$ cat src/rtl/cmp_pkg.sv
// cmp_pkg: shared op codes, FSM states and compare function for cmp_arbiter
package cmp_pkg;
  localparam logic [2:0] CMP_LT = 3'b000;
  localparam logic [2:0] CMP_LE = 3'b001;
  localparam logic [2:0] CMP_GT = 3'b011;
  localparam logic [2:0] CMP_GE = 3'b100;
  typedef enum logic [1:0] {IDLE, EXEC, RESP} state_e;
  function automatic logic cmp_eval(input logic [2:0] op, input logic lt, input logic eq);
    return op == CMP_LE ? (lt | eq) :
           op == CMP_GT ? !(lt | eq) :
           op == CMP_GE ? !lt : lt;
  endfunction
endpackage

$ cat src/rtl/cmp_arbiter_rr_arbiter.sv
// rr_arbiter: combinational round-robin pick of the first request at or after ptr
module rr_arbiter #(
  parameter int NUM_REQ = 4,
  parameter int IW = $clog2(NUM_REQ)
) (
  input  logic [NUM_REQ-1:0] req,
  input  logic [IW-1:0]      ptr,
  output logic [NUM_REQ-1:0] gnt,
  output logic [IW-1:0]      gnt_idx
);
  logic [IW-1:0] lo_idx;
  logic [IW-1:0] hi_idx;
  logic          hi_any;
  always_comb begin
    lo_idx = '0;
    hi_idx = '0;
    hi_any = 1'b0;
    for (int i = NUM_REQ - 1; i >= 0; i--) begin
      if (req[i]) lo_idx = IW'(i);
      if (req[i] && i >= int'(ptr)) begin
        hi_idx = IW'(i);
        hi_any = 1'b1;
      end
    end
    gnt_idx = hi_any ? hi_idx : lo_idx;
    gnt     = (|req) ? NUM_REQ'(1) << gnt_idx : '0;
  end
endmodule

$ cat src/rtl/cmp_arbiter.sv
// cmp_arbiter: round-robin sharing of one unsigned compare datapath with tagged responses
module cmp_arbiter
  import cmp_pkg::*;
#(
  parameter int NUM_REQ = 4,
  parameter int DATA_W  = 32,
  parameter int ID_W    = 2
) (
  input  logic                      clk,
  input  logic                      rst,
  input  logic [NUM_REQ-1:0]        req_valid,
  output logic [NUM_REQ-1:0]        req_ready,
  input  logic [NUM_REQ*DATA_W-1:0] req_a,
  input  logic [NUM_REQ*DATA_W-1:0] req_b,
  input  logic [NUM_REQ*3-1:0]      req_op,
  output logic                      resp_valid,
  input  logic                      resp_ready,
  output logic [ID_W-1:0]           resp_id,
  output logic [DATA_W-1:0]         resp_result,
  output logic                      busy
);
  state_e              state_q, state_d;
  logic [ID_W-1:0]     ptr_q, ptr_d;
  logic [ID_W-1:0]     gid_q, gid_d;
  logic [ID_W-1:0]     rid_q, rid_d;
  logic [DATA_W-1:0]   a_q, a_d;
  logic [DATA_W-1:0]   b_q, b_d;
  logic [DATA_W-1:0]   res_q, res_d;
  logic [2:0]          op_q, op_d;
  logic [NUM_REQ-1:0]  gnt;
  logic [ID_W-1:0]     gidx;

  rr_arbiter #(.NUM_REQ(NUM_REQ), .IW(ID_W)) u_rr (
    .req(req_valid), .ptr(ptr_q), .gnt(gnt), .gnt_idx(gidx)
  );

  always_ff @(posedge clk) begin
    if (rst) begin
      state_q <= IDLE;
      ptr_q   <= '0;
      gid_q   <= '0;
      rid_q   <= '0;
      a_q     <= '0;
      b_q     <= '0;
      res_q   <= '0;
      op_q    <= '0;
    end else begin
      state_q <= state_d;
      ptr_q   <= ptr_d;
      gid_q   <= gid_d;
      rid_q   <= rid_d;
      a_q     <= a_d;
      b_q     <= b_d;
      res_q   <= res_d;
      op_q    <= op_d;
    end
  end

  always_comb begin
    state_d   = state_q;
    ptr_d     = ptr_q;
    gid_d     = gid_q;
    rid_d     = rid_q;
    a_d       = a_q;
    b_d       = b_q;
    res_d     = res_q;
    op_d      = op_q;
    req_ready = '0;
    case (state_q)
      IDLE: if (|req_valid && !rst) begin
        req_ready = gnt;
        a_d       = req_a[gidx*DATA_W +: DATA_W];
        b_d       = req_b[gidx*DATA_W +: DATA_W];
        op_d      = req_op[gidx*3 +: 3];
        gid_d     = gidx;
        state_d   = EXEC;
      end
      EXEC: begin
        res_d   = DATA_W'(cmp_eval(op_q, a_q < b_q, a_q == b_q));
        rid_d   = gid_q;
        state_d = RESP;
      end
      RESP: if (resp_ready) begin
        // pointer moves only on completion so a waiting requester is never starved
        ptr_d   = (gid_q == ID_W'(NUM_REQ - 1)) ? '0 : gid_q + 1'b1;
        state_d = IDLE;
      end
      default: state_d = IDLE;
    endcase
  end

  assign resp_valid  = state_q == RESP;
  assign resp_id     = rid_q;
  assign resp_result = res_q;
  assign busy        = state_q != IDLE;
endmodule

$ cat config.mk
export PLATFORM = sky130hd
export DESIGN_NAME = cmp_arbiter
export DESIGN_NICKNAME = d
export VERILOG_FILES = /design/src/rtl/cmp_pkg.sv /design/src/rtl/cmp_arbiter_rr_arbiter.sv /design/src/rtl/cmp_arbiter.sv
export SDC_FILE = /design/constraint.sdc
export NUM_CORES = 1
export LEC_CHECK = 0
export CAP_MARGIN = 20
export CORE_ASPECT_RATIO = 1.75
export CORE_MARGIN = 1.5
export CORE_UTILIZATION = 41
export CTS_BUF_LIST = sky130_fd_sc_hd__clkbuf_4
export DETAILED_ROUTE_END_ITERATION = 10
export MAX_ROUTING_LAYER = met4
export PLACE_DENSITY_LB_ADDON = 0.1
export SLEW_MARGIN = 10
export SYNTH_ARGS = -nofsm -noshare
export SYNTH_HDL_FRONTEND = slang
export SYNTH_SLANG_ARGS = --single-unit
$ cat constraint.sdc
create_clock -name clk -period 2.5 [get_ports clk]
set_clock_uncertainty 0.05 [all_clocks]
set_input_delay 0.5 -clock clk [delete_from_list [all_inputs] [get_ports clk]]
set_output_delay 0.5 -clock clk [all_outputs]
set_load 0.02 [all_outputs]
==> impl_summary.md <==
Die
The floorplan has 57 rows. The overall die height is 161.9 um. The core footprint is 0.01398 mm2. The die covers 0.01519 mm2.

Measured along the x axis, the die boundary spans 93.81 um. The initial core utilization is 42.33%. For this design the top-level I/O count stands at 315.

Clock tree
At the later pin of the worst-skew pair, clock insertion delay measures 0.42 ns. The TritonCTS buffer count is 9. The count of clock tree sinks is 76.

The clock root buffer master is clkbuf_4. In this run the deepest clock path goes through 2 buffers. Clock-pin slew was measured on the worst setup and hold paths at 0.12 ns. TritonCTS built the clock tree. The H-tree depth reported by CTS is 3. In this run, post-CTS hold repair placed 0 buffers.

Synth
Of all flip-flops after synthesis, the portion carrying an async set or reset was 0%. The synthesized netlist occupies a cell area of 0.005917 mm2. The number of flops mapped to enable cells by yosys is 0. The total of warnings raised by yosys is 0. The average footprint of a synthesized cell is 6.228 um2. The flop and latch count out of synthesis is 76. The main flop type after synthesis is dfxtp_1. The cell count after synthesis is 950.

The number of distinct library cells after synthesis is 43. The portion of the post-synthesis area used by sequential elements is 25.71%.

Worst hold path
The number of instances on the worst hold path is 2. The min-delay analysis places its worst path in the category reg -> reg. The critical hold path startpoint is b_q[13].

The worst hold path endpoint is b_q[13].

Setup path
Counting buffers and inverters, the worst setup path is 9 cells deep. The critical path in this run is classified as reg -> reg. The critical path goes through inv_1 -> ha_1 -> a21oi_1 -> o21ai_0 -> a22oi_1 -> a31oi_2 -> or4b_4 -> a211oi_4 -> a221oi_2. For flop-to-flop paths, the worst setup slack is 0.08 ns.

The number of cells on the worst reg-to-reg path is 9. Grouping stages by cell kind, the critical path spends the most delay in compound AO/OA/AOI/OAI gates. The sort of element at the start of the critical path is a flip-flop. The buffer and inverter count on the worst path is 1. The startpoint of the worst setup timing path is b_q[7]. The peak per-stage delay on the critical path is 0.55 ns. STA puts the critical path data required time at 2.73 ns. The capture point of the worst reg-to-reg path is resp_result[0]. Along the worst path, the maximum fanout reaches 3. For the worst setup path, the data arrival time is 2.65 ns. The master of the slowest instance on the critical path is or4b_4.

The capturing element type of the critical path is a flip-flop. The worst flop-to-flop path startpoint is b_q[7].

Pwr
Of the total power, combinational logic draws 42.8%. The largest vdd supply drop is 0.2706 mV. The reported net switching power is 1.337 mW. The sequential cell fraction of total power is 36.0%.

The clock network accounts for 21.2% of the total power. The final total power is 3.863 mW. In this run the static leakage power is 3.703 nW. The proportion of total power due to net switching is 34.61%.

For this design the ratio of total power to cell area is 431.7 mW/mm2. The internal power of the cells totals 2.526 mW.

Detailed routing
The final wirelength is 20.76 mm. The number of detailed-routing iterations run before antenna repair is 4. The residual antenna-violating net count after detailed routing is 0. After detailed routing, the number of vias per cell comes to 5.049. The wire length per cell is 15.06 um.

The post-route DRC violation count is 0. The violation count after the first detailed-routing iteration is 309. The total via count in the routed design is 6963.

Global route
The combined global-route utilization of all metal layers is 27.70%. The total congestion overflow is 0. Entering global routing, the biggest net connects 76 pins. The global-route wire length before repair is 32.04 mm. The via count of the first global-routing pass is 6650.

The number of antenna violations at the first check in global routing is 1.

Timing
Headroom to the max-slew limit came out at 46.87%. For the pin with the worst max-slew slack, the measured transition is 0.7969 ns. The final count of hold timing violations came to 0. The final hold slack is 0.4124 ns.

For the finished layout, the period the worst path requires is 2.417 ns. Setup violations remaining at the end of the flow were counted as 0. The post-route clock period utilization is 96.70%. The count of final max-slew check failures came to 0. The sum of negative setup slack is 0 ns. The achievable clock frequency is 413.7 MHz.

Outcome
The flow ran to the end, and the final reports show no timing, DRC or antenna violations.

Placed design
In this run the cell area measured after placement is 0.008718 mm2. At the end of routability-driven placement, the weighted congestion stood at 0.8646. Buffers placed on the I/O ports in this run total 283. The wire-length estimate of the detail-placed layout is 15.93 mm.

Final layout
The design area is 0.008949 mm2. The total number of nets in the final design is 1505. The fill cell total of the finished layout is 1371. The post-route netlist has 5.495% of its cells at a drive strength greater than 1. Relative to the synthesized area, the layout overhead comes to 51.24%.

Flow run
The tool flagged a number of max-cap violations equal to 0.
flip-flops by register name, summed over array words and instances (netlist names):
name,count
gid_q,2
ptr_q,2
b_q,32
resp_result,1
op_q,3
state_q,2
resp_id,2
a_q,32
Yosys cell counts, types with 3 or more instances:
master	count	share of area, %
a21o_1	3	0.38
a21oi_1	85	7.2
buf_1	5	0.32
buf_2	29	2.5
buf_4	36	4.6
clkbuf_1	28	1.8
dfxtp_1	76	26
ha_1	33	7.0
inv_1	39	2.5
mux2i_1	3	0.51
nand2_1	211	13
nand2b_1	6	0.63
nand3_1	71	6.0
nand4_1	6	0.63
nor2_1	209	13
nor2b_1	3	0.32
nor3_1	6	0.51
o211ai_1	67	8.5
o21ai_0	5	0.42
o21ai_1	3	0.25
area by class of cell:
type / count / area, um2 / area share, %
antenna: 1 / 2.502 / 0.02796
clock buffer: 9 / 67.56 / 0.7550
clock inverter: 6 / 80.08 / 0.8949
inverter: 40 / 150.1 / 1.678
multi-input combinational: 765 / 3891 / 43.48
sequential: 76 / 1526 / 17.06
tap: 177 / 221.5 / 2.475
timing repair buffer: 305 / 3009 / 33.63
power by group through the flow:
stage | clock network, mW | registers [mW] | logic (mW)
floorplan | 0 | 1.39 | 0.972
global placement | 0 | 1.41 | 1.59
detailed placement | 0 | 1.42 | 1.61
CTS | 0.840 | 1.39 | 1.62
global route | 0.892 | 1.40 | 1.84
finish | 0.820 | 1.39 | 1.65
through the flow:
step | worst slack (ns) | utilization (%) | instances
detailed placement | -0.5290 | 62.37 | 1359
floorplan | 0.08630 | - | 980
CTS | 0.002607 | 63.38 | 1374
global placement | -0.4961 | 62.37 | 1359
finish | 0.08256 | 64.02 | 1379
global route | -0.003563 | 64.02 | 1379
layout by cell type, fill, tap and decap left out, drive strengths merged, types with 2 or more instances in the layout:
cell type / count
o22ai: 2
nand4: 6
clkbuf: 9
a211oi: 2
a21o: 3
conb: 31
nand3b: 2
nor4: 2
nor2b: 3
nor3: 6
nand2: 211
nand3: 71
mux2i: 3
inv: 40
o211ai: 67
dfxtp: 76
bufinv: 2
nor2: 209
clkdlybuf4s50: 275
clkinv: 3
a21oi: 87
nand2b: 6
buf: 27
dlygate4sd2: 2
ha: 33
o21ai: 8
and3: 3
how the worst max path moves through the flow:
stage                                 to  slack, ns
final                     resp_result[0]       0.08
after global routing        req_ready[1]     -0.004
after CTS                   req_ready[1]      0.003
after detailed placement    req_ready[3]      -0.53
after global placement      req_ready[3]      -0.50
after floorplan             req_ready[2]       0.09
what timing repair did:
action,CTS,global route
cloned,0,0
endpoints found under the setup margin,4,5
setup buffers,0,4
gates resized for setup,24,17
pin swaps,1,7
logic make-up (layout without fill, tap and decap cells):
kind of cell	count (synthesis)	after routing	share of synthesized area, %
adders and majority gates	33	33	6.978
other	1	32	0.06338
and+or+nand+nor	522	522	36.08
buffers and inverters	139	360	11.84
muxes	3	3	0.5075
DFF	76	76	25.71
AOI/OAI and AO/OA	175	175	18.67
xor gates and xnor gates	1	1	0.1480
tightest hold or removal path: stages (launching register included):
cell	delay (ns)
dfxtp_1	0.32
nand2_1	0.05
a21oi_1	0.05
per-layer routing:
metal | GRT usage [%] | vias to the layer above | part of all wire (%)
li1 | - | 3577 | -
met1 | 25.97 | 3115 | 34
met2 | 53.79 | 214 | 57
met3 | 4.073 | 57 | 4.2
met4 | 12.28 | 0 | 4.4
met5 | - | - | 0
(Power assumes the default switching activity.)
